$ cat src/rtl/fetch_unit.sv
// fetch_unit
// Instruction-issue stage of the 9-bit processor. Owns the program counter,
// presents the instruction at pc to the control decoder, and advances or
// redirects pc from the decoder's branch result. Also runs the start/done
// handshake, stops on the halt instruction, flags PC run-away and counts
// RUN cycles.
//
// Ports:
//   clk         in   single clock, rising edge
//   reset       in   synchronous, active-low
//   start       in   begin execution at pc 0 (honoured in IDLE and DONE only)
//   imem_data   in   instruction memory read data for address pc
//   branch      in   decoder Branch output for the current instruction
//   cond        in   branch condition from the ALU (1 = take)
//   target      in   branch target, valid when branch=1
//   pc          out  program counter, drives instruction memory address
//   instr       out  instruction to the decoder, 0 outside RUN
//   instr_valid out  high in RUN only
//   done        out  execution finished, held until the next start
//   fault       out  run-away detected, meaningful while done=1
//   cycle_cnt   out  RUN cycles of the current or last program (saturating)

module fetch_unit #(
  parameter int                 PC_W      = 10,
  parameter int                 INSTR_W   = 9,
  parameter logic [INSTR_W-1:0] HALT_CODE = 9'h1F0,
  parameter int                 CNT_W     = 16
) (
  input  logic               clk,
  input  logic               reset,
  input  logic               start,
  input  logic [INSTR_W-1:0] imem_data,
  input  logic               branch,
  input  logic               cond,
  input  logic [PC_W-1:0]    target,
  output logic [PC_W-1:0]    pc,
  output logic [INSTR_W-1:0] instr,
  output logic               instr_valid,
  output logic               done,
  output logic               fault,
  output logic [CNT_W-1:0]   cycle_cnt
);

  typedef enum logic [1:0] {
    IDLE = 2'd0,
    RUN  = 2'd1,
    DONE = 2'd2
  } state_t;

  localparam logic [PC_W-1:0]  PC_MAX  = '1;
  localparam logic [CNT_W-1:0] CNT_MAX = '1;

  state_t             state;
  state_t             state_n;
  logic [PC_W-1:0]    pc_n;
  logic               fault_n;
  logic [CNT_W-1:0]   cnt_n;

  // State register. Reset is synchronous and wins over start.
  always_ff @(posedge clk) begin
    if (!reset) begin
      state     <= IDLE;
      pc        <= '0;
      fault     <= 1'b0;
      cycle_cnt <= '0;
    end else begin
      state     <= state_n;
      pc        <= pc_n;
      fault     <= fault_n;
      cycle_cnt <= cnt_n;
    end
  end

  // Next-state logic. In RUN the halt check comes first so a halt word that
  // happens to be decoded as a branch still stops execution; a taken branch
  // at the last address is legal, so run-away is only flagged when pc would
  // have to step past the top of memory.
  always_comb begin
    state_n = state;
    pc_n    = pc;
    fault_n = fault;
    cnt_n   = cycle_cnt;
    case (state)
      IDLE, DONE: begin
        if (start) begin
          state_n = RUN;
          pc_n    = '0;
          cnt_n   = '0;
          fault_n = 1'b0;
        end
      end
      RUN: begin
        if (cycle_cnt != CNT_MAX) begin
          cnt_n = cycle_cnt + 1'b1;
        end
        if (imem_data == HALT_CODE) begin
          state_n = DONE;
        end else if (branch && cond) begin
          pc_n = target;
        end else if (pc == PC_MAX) begin
          state_n = DONE;
          fault_n = 1'b1;
        end else begin
          pc_n = pc + 1'b1;
        end
      end
      default: begin
        state_n = IDLE;
      end
    endcase
  end

  assign instr_valid = (state == RUN);
  assign done        = (state == DONE);
  assign instr       = instr_valid ? imem_data : '0;

endmodule

$ cat config.mk
export PLATFORM = sky130hd
export DESIGN_NAME = fetch_unit
export DESIGN_NICKNAME = d
export VERILOG_FILES = /design/src/rtl/fetch_unit.sv
export SDC_FILE = /design/constraint.sdc
export NUM_CORES = 1
export LEC_CHECK = 0
export BUFFER_PORTS_ARGS = -buffer_cell sky130_fd_sc_hd__clkbuf_2
export CORE_UTILIZATION = 54
export DETAILED_ROUTE_END_ITERATION = 6
export GPL_ROUTABILITY_DRIVEN = 0
export PLACE_DENSITY = 0.91
export REMOVE_ABC_BUFFERS = 1
export SETUP_SLACK_MARGIN = 0.5
export SYNTH_ARGS = -nofsm -noshare
export SYNTH_HDL_FRONTEND = slang
export SYNTH_SLANG_ARGS = --single-unit
$ cat constraint.sdc
create_clock -name clk -period 3.7 [get_ports clk]
set_clock_uncertainty 0.1 [all_clocks]
set_input_delay 0.185 -clock clk [delete_from_list [all_inputs] [get_ports clk]]
set_output_delay 0.185 -clock clk [all_outputs]
set_load 0.005 [all_outputs]
## Word-level counts from Yosys, hierarchy flattened

Cells that the tools add are included.

- Bits in registers: 29
- Input port bits: 24
- Output and inout port bits: 38
- Logic and storage cells: 46

- $add $sub $neg: 2
- Equality and inequality tests: 13
- Mux-type cells: 19
- Reductions and logical operators: 8

Operator list:

| operator | number |
|---|---|
| $mux 10 | 4 |
| $mux 16 | 2 |
| $pmux 16 s2 | 1 |
| $pmux 10 s2 | 1 |
| $add 16x1->16 const B | 1 |
| $ne 16x16->1 const B | 1 |
| $add 10x1->10 const B | 1 |
| $eq 10x10->1 const B | 1 |
| $eq 9x9->1 const B | 1 |
| $mux 9 | 1 |
| $mux 2 | 4 |
| $ne 2x2->1 const B | 3 |
| $ne 3x3->1 const B | 2 |
| $reduce_and 3->1 | 2 |
| $reduce_and 5->1 | 1 |
| $mux 1 | 4 |
| $ne 2x1->1 const B | 2 |
| $pmux 2 s2 | 1 |
| $reduce_and 4->1 | 1 |
| $ne 3x1->1 const B | 1 |
| $eq 2x1->1 const B | 1 |
| $eq 2x2->1 const B | 1 |
| $logic_not 2->1 | 1 |
| $pmux 1 s2 | 1 |
| 3 further kinds | 3 |

## Logic depth before layout (Yosys ltp)

Gate-level depths: netlist of run 1.

- Word-level depth: 5
- Mapped depth: 6
- Depth with buffers taken out: 5

## Worst setup path after synthesis of run 1

OpenSTA, ideal clock, no wires.

- Path type: reg2reg
- From: reg cycle_cnt[0]
- To: reg cycle_cnt[14]
- Setup time: 0.116 ns
- Data arrival time: 1.688 ns
- Data required time: 3.484 ns
- Slack: 1.796 ns
- Cell stages (with the launch flop): 7
- Path buffers: 1
- Period minus slack after synthesis: 1.904 ns
- Path through: dfxtp_1 ha_1 nand3_1 nor4_1 buf_2 a31oi_1 a41o_1

- Longest elaborated chain between the ends: 3
- Elaborated cells between the ends (all ways): 6
- Those cells by class: add/sub: 1; eq/ne: 2; mux: 2; reduce/logical: 1

RTL lines:

| element | RTL line | text |
|---|---|---|
| from (decl) | 41 | `output logic [CNT_W-1:0] cycle_cnt` |
| from (signal assigned) | 70 | `cycle_cnt <= cnt_n;` |
| $add 16x1->16 or $ne 16x16->1 (tied branches) | 94, 93 |  |
| $mux 16 or $ne 2x1->1 (tied branches) | -- |  |
| $pmux 16 s2 or $reduce_and 3->1 (tied branches) | -- |  |

Several ways; a longest one is shown, not always the timed one. The select of a mux whose other input is x is not followed.
A chain may end at the register's enable or synchronous reset.

## Worst setup path after layout of run 1

- From: reg state[1]
- To: reg pc[0]

- Longest elaborated chain between the ends: 4
- Elaborated cells between the ends (all ways): 10
- Those cells by class: eq/ne: 5; mux: 1; reduce/logical: 4

RTL lines:

| element | RTL line | text |
|---|---|---|
| from (decl) | 53 | `state_t state;` |
| from (signal assigned) | 67 | `state <= state_n;` |
| $eq 2x2->1 or $logic_not 2->1 (tied branches) | 83 | `case (state)` |
| $reduce_or 2->1 | 83 |  |
| $ne 2x2->1 (no source line) or $reduce_bool 2->1 (tied branches) | -- |  |
| $reduce_and 4->1 (no source line) | -- |  |
| to (signal assigned) | 68 | `pc <= pc_n;` |
| to (decl) | 36 | `output logic [PC_W-1:0] pc,` |

Several ways; a longest one is shown, not always the timed one.

==> results.cfg, run 1 <==
[synth]
yosysWarnings = 0
synth.most_common_cell = nand2_1
synth_top_area_share_pct = 30.6
yosys.area.top_type = dfxtp_1
synth-seq-cells = 29
ys_seq_area_share_pct = 30.6
synthArstFlopShare_pct = 0
synthCells = 236
synth-edff-count = 0
ys_top_cells_by_area = dfxtp_1 31%, nand2_1 6.5%, mux2i_1 5.8%, nand3_1 4.2%, or3_1 4.0%
syn-mean-instance-area_um2 = 8.03
ys.flop_type = dfxtp_1
ys_types = 56
netlist_area_um2 = 1890
ys_top_cells_by_count = 33 x nand2_1, 29 x dfxtp_1, 16 x nand3_1

[floorplanning]
start_util_pct = 56.8
fp-row-count = 21
io_pins = 62
core_area_um2 = 3340
die_h_um = 61.2
die_area_um2 = 3750
fp.dieW_um = 61.2

[placement]
placed_area_um2 = 2210
place_hpwl_um = 3690
numPortBuffers = 61
dp_cells = 333

[clocking]
cts_buffer_depth = 2
hold_buffers = 0
numCtsBuffers = 5
clk_pin_slew_ns = 0.10
cts.repair.resized = 0
htree_levels = 2
clock_latency_ns = 0.34
numClockSinks = 29
cts_root_buffer = clkbuf_4
cts_tree = done
post_cts_buffers = 0

[finish]
area_growth_pct = 19.0
final_util_pct = 67.6
final_cells = 341
nets = 320
drive_gt1_share_pct = 26.4
fillerInstances = 295
fin_area_um2 = 2250
antenna_cells = 0

[global_route]
antenna_found_initial = 0
grt_overflow = 0
grt_max_degree = 20
grt_util_all_layers_pct = 27.9
grt_pass1_wl_um = 7730
grt_pass1_vias = 1664

[drt]
drt_first_pass_iters = 4
drc = 0
num_vias = 2104
met3_length_um = 467
ant_nets = 0
wl_per_cell_um = 14.8
drt_iter0_markers = 155
wl_um = 5040
avgViaCountPerCell = 6.17
wl_met2_um = 2320
highest_layer = met4
m1WireLength_um = 2180

[setup_path]
required_ns = 3.85
cp-end-kind = flip-flop
crit_arrival_ns = 2.48
critPathLaunchType = flip-flop
path_class = flip-flop to flip-flop
cp_max_fo = 19

[sta]
fin_crit_sh_pct = 63.0
setup_viol = 0
max_freq_mhz = 429
hold_viol = 0
rsz0062_at_grt = no
drv_slew = 0
timing.final.crit_period_ns = 2.33
worstMarginPinSlew_ns = 0.995
relSlewSlack_pct = 33.4
hold-worst-slack_ns = 0.107
tns_ns = 0

[power_and_ir_drop]
power.density_nw_per_um2 = 275
p_leak_nw = 0.877
vdd_drop_max_mv = 0.162

[outcome]
status = finished clean

[hold_path]
hold_path_class = input pin to flip-flop

[flow_run]
drv_cap = 0
## sequential cells by signal (all words and copies together) (netlist names)
name and cells:
pc 10, cycle_cnt 16, state 2, fault 1
## area by class of cell
type	instances	area, um2	area share (%)
sequential	29	581	25.7
clock buffer	8	48.8	2.16
inverter	5	18.8	0.832
multi-input combinational	191	1240	54.8
timing repair buffer	62	313	13.9
tap	46	57.6	2.55
## cells by family after synthesis
| logic type | synth area share [%] |
|---|---|
| buffers and inverters | 4.09 |
| flip-flops | 30.6 |
| multiplexers | 6.41 |
| AO/OA/AOI/OAI | 24.5 |
| adder cells (fa/ha/maj) | 1.32 |
| XOR/XNOR | 0.462 |
| AND/OR/NAND/NOR | 32.6 |
## through the flow
step / setup slack [ns] / total power [mW]
2_1_floorplan: 1.31 / 0.392
3_3_place_gp: 1.46 / 0.435
3_5_place_dp: 1.48 / 0.436
4_1_cts: 1.44 / 0.620
5_1_grt: 1.25 / 0.648
6_report: 1.37 / 0.619
## metal layers
metal	up-vias	global-route usage [%]
met2	120	43.9
met3	7	6.72
met1	953	37.4
li1	1024	-
met4	0	9.42
met5	-	0
## worst max-delay path: stages, from the launching register on
cell,delay (ns)
dfxtp_1,0.33
nand2b_1,0.31
clkinv_1,0.50
nor2_1,0.55
a22oi_1,0.16
a311oi_1,0.29
## power breakdown
part	internal (mW)	switching (mW)
clock network	0.0756	0.113
logic	0.0426	0.0590
registers	0.319	0.0105
## cells in the final DEF (no fill, tap or decap), types with 5 or more instances in the layout
| cell | netlist | routed |
|---|---|---|
| dfxtp_1 | 29 | 29 |
| mux2i_1 | 11 | 11 |
| a21oi_1 | 8 | 8 |
| o21ai_0 | 10 | 10 |
| or3_1 | 12 | 12 |
| nand3_1 | 16 | 16 |
| o31ai_1 | 5 | 5 |
| and2_1 | 11 | 11 |
| nand4_1 | 5 | 5 |
| nand2_1 | 33 | 33 |
| clkbuf_4 | 0 | 5 |
| a211oi_1 | 6 | 6 |
| o211ai_1 | 5 | 5 |
| nor2_1 | 6 | 6 |
| clkbuf_2 | 0 | 61 |
## worst paths after layout
check	start	endpoint	slack, ns	cells past startpoint
max reg2reg	state[1]$_SDFFE_PN0P_	pc[0]$_SDFFE_PN0P_	1.37	5
min reg2reg	fault$_SDFFE_PN0P_	fault$_SDFFE_PN0P_	0.40	1
min	target[6]	pc[6]$_SDFFE_PN0P_	0.11	4
max	state[1]$_SDFFE_PN0P_	pc[0]$_SDFFE_PN0P_	1.37	5
Power figures use the tool's default switching activity.
==> run 2: changes to the inputs <==
--- a/config.mk
+++ b/config.mk
@@ -6,10 +6,10 @@
 export NUM_CORES = 1
 export LEC_CHECK = 0
 export BUFFER_PORTS_ARGS = -buffer_cell sky130_fd_sc_hd__clkbuf_2
-export CORE_UTILIZATION = 54
+export CORE_UTILIZATION = 46
 export DETAILED_ROUTE_END_ITERATION = 6
 export GPL_ROUTABILITY_DRIVEN = 0
-export PLACE_DENSITY = 0.91
+export PLACE_DENSITY = 0.84
 export REMOVE_ABC_BUFFERS = 1
 export SETUP_SLACK_MARGIN = 0.5
 export SYNTH_ARGS = -nofsm -noshare
==> constraint.sdc (replaced) <==
create_clock -name clk -period 2.1 [get_ports clk]
set_clock_uncertainty 0.1 [all_clocks]
set_input_delay 0.105 -clock clk [delete_from_list [all_inputs] [get_ports clk]]
set_output_delay 0.105 -clock clk [all_outputs]
set_load 0.005 [all_outputs]
==> run 2 against run 1 <==
  * Via count grew 18%
  * Non-clock buffer count grew 36
  * Sequential power grew 74%
==> results.cfg, run 2 (synthesized netlist as in run 1, its figures left out) <==
[finish]
antenna_cells = 0
reg_top3 = cycle_cnt: 16 flops, pc: 10 flops, state: 2 flops
fillerInstances = 224
largest_reg_flops = 16
largest-register = cycle_cnt
mostFrequentLayoutCells = 61 x clkbuf_2, 32 x nand2_1, 32 x buf_4
area_growth_pct = 56.5
final_common_cell = clkbuf_2
fin_area_um2 = 2970
nets = 356
drive_gt1_share_pct = 53.9

[power_and_ir_drop]
finalPower_mw = 1.43
p_comb_share_pct = 18.7
clockPowerShare_pct = 41.2
power_frac_seq_pct = 40.0
p_int_mw = 1.02
switchingPower_mw = 0.412
swShare_pct = 28.9
p_leak_nw = 1.18
vdd_drop_max_mv = 0.485
power.density_nw_per_um2 = 482

[global_route]
grt_overflow = 0
grt_pass1_wl_um = 10200
antenna_found_initial = 0
grt_pass1_vias = 2227
grt_max_degree = 16
grt_util_all_layers_pct = 31.0

[drt]
drt_first_pass_iters = 6
wl_met2_um = 3760
wl_um = 7830
avgViaCountPerCell = 6.58
met3_length_um = 666
highest_layer = met4
drt_iter0_markers = 390
wl_per_cell_um = 20.7
drc = 0
num_vias = 2486
m1WireLength_um = 3000
ant_nets = 0

[setup_path]
critPathLaunchType = flip-flop
cp_slowest_stage_delay_ns = 0.41
cp_max_fo = 9
required_ns = 2.17
cp_cell_sequence = and3_1 > and2_4 > buf_4 > nor3b_1 > o22ai_1
slowest_stage = dfxtp_2
crit_arrival_ns = 1.89
critPathBufInv = 1
cp_top_family = simple AND/OR/NAND/NOR gates
cp-end-kind = flip-flop
path_class = flip-flop to flip-flop

[floorplanning]
fp-row-count = 22
die_area_um2 = 4380
io_pins = 62
fp.dieW_um = 66.2
die_h_um = 66.2
core_area_um2 = 3800
start_util_pct = 49.9

[sta]
max_freq_mhz = 548
worstMarginPinSlew_ns = 0.574
drv_slew = 0
fin_crit_sh_pct = 86.9
hold_viol = 0
timing.final.crit_period_ns = 1.82
setup_viol = 0
relSlewSlack_pct = 61.4
rsz0062_at_grt = yes
hold-worst-slack_ns = 0.0798

[clocking]
clk_pin_slew_ns = 0.07
cts_tree = done
cts_buffer_depth = 2
numClockSinks = 29
cts_root_buffer = clkbuf_8
numCtsBuffers = 5
clock_latency_ns = 0.31
htree_levels = 2

[outcome]
status = finished clean

[placement]
place_hpwl_um = 4000
placed_area_um2 = 2340
numPortBuffers = 61

[flow_run]
drv_cap = 0

[hold_path]
hold_path_class = input pin to flip-flop
run 2: cell types whose count changed in the layout (fill, tap and decap cells not counted), moves of 9 or more:
cell,change
dfxtp_1,-23
dfxtp_2,+14
buf_4,+31
dfxtp_4,+9
run 2: layout make-up:
class,instances,area (um2),area share (%)
Sequential cell,29,632,21.3
Clock inverter,2,35.0,1.18
Clock buffer,5,68.8,2.32
Tap cell,48,60.1,2.03
Inverter,5,21.3,0.717
Timing Repair Buffer,98,611,20.6
Multi-Input combinational cell,191,1540,51.9
run 2: per-layer routing:
metal  vias up  track usage [%]
met1      1137             36.1
met2       202             52.0
li1       1093                -
met3        54             7.76
met4         0             15.7
met5         -                0
run 2: worst paths after layout:
path	from	endpoint	slack [ns]	cells after the start
min reg2reg	fault$_SDFFE_PN0P_	fault$_SDFFE_PN0P_	0.38	1
min	start	state[1]$_SDFFE_PN0P_	0.08	3
max	cycle_cnt[12]$_SDFFE_PN0P_	cycle_cnt[1]$_SDFFE_PN0P_	0.28	5
max reg2reg	cycle_cnt[12]$_SDFFE_PN0P_	cycle_cnt[1]$_SDFFE_PN0P_	0.28	5
run 2: timing repair:
action                                  in CTS  in global routing
gates resized for setup                     60                 38
gates cloned                                 1                  0
endpoints found under the setup margin      36                 38
setup buffers                               14                  3
hold buffers                                 0                  0
pin swaps                                   11                 16
run 2: worst min-delay path, stage by stage:
cell and delay [ns]:
clkbuf_2 0.12, nor2b_1 0.11, o21a_1 0.12
run 2: power groups by stage:
stage	Combinational (mW)	Clock, mW	Sequential (mW)
floorplan	0.101	0	0.590
global placement	0.207	0	0.587
detailed placement	0.210	0	0.589
CTS	0.230	0.568	0.570
global route	0.282	0.610	0.573
finish	0.268	0.589	0.572
run 2: stage by stage:
stage	cells	setup TNS, ns	utilization (%)	setup slack (ns)
after floorplan	225	-2.40	-	-0.285
after global placement	353	0	61.7	0.197
after detailed placement	353	0	61.7	0.128
after CTS	375	0	72.3	0.403
after global routing	378	0	78.1	0.282
final	378	0	78.1	0.275
==> run 3: changes to the inputs <==
==> constraint.sdc (replaced) <==
create_clock -name clk -period 2.1 [get_ports clk]
set_clock_uncertainty 0.1 [all_clocks]
set_input_delay 0.105 -clock clk [delete_from_list [all_inputs] [get_ports clk]]
set_output_delay 0.105 -clock clk [all_outputs]
set_load 0.1 [all_outputs]
==> run 3 against run 2 <==
  * Sequential share of layout area is 0.73 points lower
  * Sequential power hardly changed
  * Combinational power is 75% higher
  * Non-clock buffer count is 4 lower
  * Critical endpoint is now pc[5]$_SDFFE_PN0P_
  * Register-to-register slack better by 0.03 ns
  * Count of clock-buffer cells in the layout is 2 higher
==> results.cfg, run 3 (synthesized netlist as in run 1, its figures left out) <==
[finish]
final_common_cell = clkbuf_2
fillerInstances = 200
seq_area_um2 = 636
mostFrequentLayoutCells = 51 x clkbuf_2, 31 x nand2_1, 28 x buf_4
largest_reg_flops = 16
final_cells = 375
area_growth_pct = 63.1
drive_gt1_share_pct = 53.2
reg_top3 = cycle_cnt: 16 flops, pc: 10 flops, state: 2 flops
multi_input_area_um2 = 1540
antenna_cells = 0
nets = 352
largest-register = cycle_cnt

[sta]
setup_slack_ns = 0.305
relSlewSlack_pct = 58.1
rsz0062_at_grt = yes
timing.final.crit_period_ns = 1.79
hold-worst-slack_ns = 0.0798
drv_slew = 0
setup_viol = 0
fin_crit_sh_pct = 85.5
hold_viol = 0
worstMarginPinSlew_ns = 0.623
max_freq_mhz = 557

[power_and_ir_drop]
power.density_nw_per_um2 = 541
vdd_drop_max_mv = 0.388
p_leak_nw = 1.21

[floorplanning]
core_area_um2 = 3800
fp.dieW_um = 66.2
die_area_um2 = 4380
die_h_um = 66.2
start_util_pct = 49.9
fp-row-count = 22
io_pins = 62

[drt]
wl_per_cell_um = 21.5
num_vias = 2568
avgViaCountPerCell = 6.85
drc = 0
drt_first_pass_iters = 5
drt_iter0_markers = 357
ant_nets = 0
wl_um = 8050

[placement]
place_hpwl_um = 4000
numPortBuffers = 61
dp_cells = 350
dp_slack_ns = 0.223

[setup_path]
reg2reg_depth = 4
critPathLaunchType = flip-flop
required_ns = 2.19
cp-end-kind = flip-flop
cp_max_fo = 7
path_class = flip-flop to flip-flop
crit_arrival_ns = 1.88
r2r_slack_ns = 0.31
reg2reg_from = pc[5]$_SDFFE_PN0P_
timing.rr.end = pc[5]$_SDFFE_PN0P_

[clocking]
hold_buffers = 0
cts_buffer_depth = 2
clock_latency_ns = 0.30
numClockSinks = 29
numCtsBuffers = 5
cts_root_buffer = clkbuf_8
htree_levels = 2
clk_pin_slew_ns = 0.07
cts_tree = done

[hold_path]
whs_endpoint = state[0]$_SDFFE_PN0P_
min_path_cells = 3
min_from = start
hold_path_class = input pin to flip-flop

[global_route]
grt_util_all_layers_pct = 32.4
grt_max_degree = 16
grt_overflow = 0
antenna_found_initial = 0
grt_pass1_wl_um = 10600
grt_pass1_vias = 2229

[outcome]
status = finished clean

[flow_run]
drv_cap = 0
-- run 3: routing by layer --
| metal | global-route usage [%] | wire length [um] | up-vias |
|---|---|---|---|
| met4 | 17.3 | 475 | 0 |
| met2 | 53.4 | 3840 | 233 |
| li1 | - | - | 1088 |
| met1 | 38.5 | 2850 | 1184 |
| met3 | 7.59 | 882 | 63 |
| met5 | 0 | 0 | - |
-- run 3: worst max path at each step --
stage                              startpoint                    endpoint  slack [ns]  depth (start not counted)
global placement           pc[6]$_SDFFE_PN0P_          pc[5]$_SDFFE_PN0P_        0.28                          4
floorplan           cycle_cnt[0]$_SDFFE_PN0P_  cycle_cnt[14]$_SDFFE_PN0P_       -1.06                          5
global route        cycle_cnt[8]$_SDFFE_PN0P_  cycle_cnt[10]$_SDFFE_PN0P_        0.20                          5
CTS                        pc[7]$_SDFFE_PN0P_          pc[5]$_SDFFE_PN0P_        0.41                          4
finish                     pc[5]$_SDFFE_PN0P_          pc[5]$_SDFFE_PN0P_        0.31                          4
detailed placement         pc[3]$_SDFFE_PN0P_          pc[5]$_SDFFE_PN0P_        0.22                          4
-- run 3: area by class of cell --
| class | instances | share of cell area, % |
|---|---|---|
| well taps | 48 | 1.94 |
| repair buffers | 94 | 23.2 |
| flip-flops and latches | 29 | 20.6 |
| inverters | 5 | 0.770 |
| clock inverters | 1 | 0.972 |
| multi-input cells | 191 | 49.7 |
| clock buffers | 7 | 2.79 |
-- run 3: worst max-delay path, cell delays in order (launching register included) --
cell and delay, ns:
dfxtp_2 0.35, nand4_1 0.19, or4b_4 0.59, a21o_4 0.27
a31o_1 0.18
-- run 3: what timing repair did --
action	4_1_cts	5_1_grt
buffers inserted	12	4
gates resized for setup	79	61
setup endpoints to repair	38	38
pin swaps	11	20
cloned	1	0
-- run 3: metrics by stage --
| stage | total power, mW | util, % | area, um2 | setup TNS (ns) |
|---|---|---|---|---|
| final | 1.67 | 81.3 | 3090 | 0 |
| after global routing | 1.71 | 81.3 | 3090 | 0 |
| after CTS | 1.60 | 74.6 | 2840 | 0 |
| after detailed placement | 0.950 | 61.1 | 2320 | 0 |
| after global placement | 0.944 | 61.1 | 2320 | 0 |
| after floorplan | 0.846 | - | 1840 | -20.14 |
-- run 3: power breakdown --
part | switching (mW) | internal (mW) | total [mW]
Sequential | 0.0167 | 0.554 | 0.571
Combinational | 0.322 | 0.148 | 0.470
Clock | 0.245 | 0.387 | 0.631
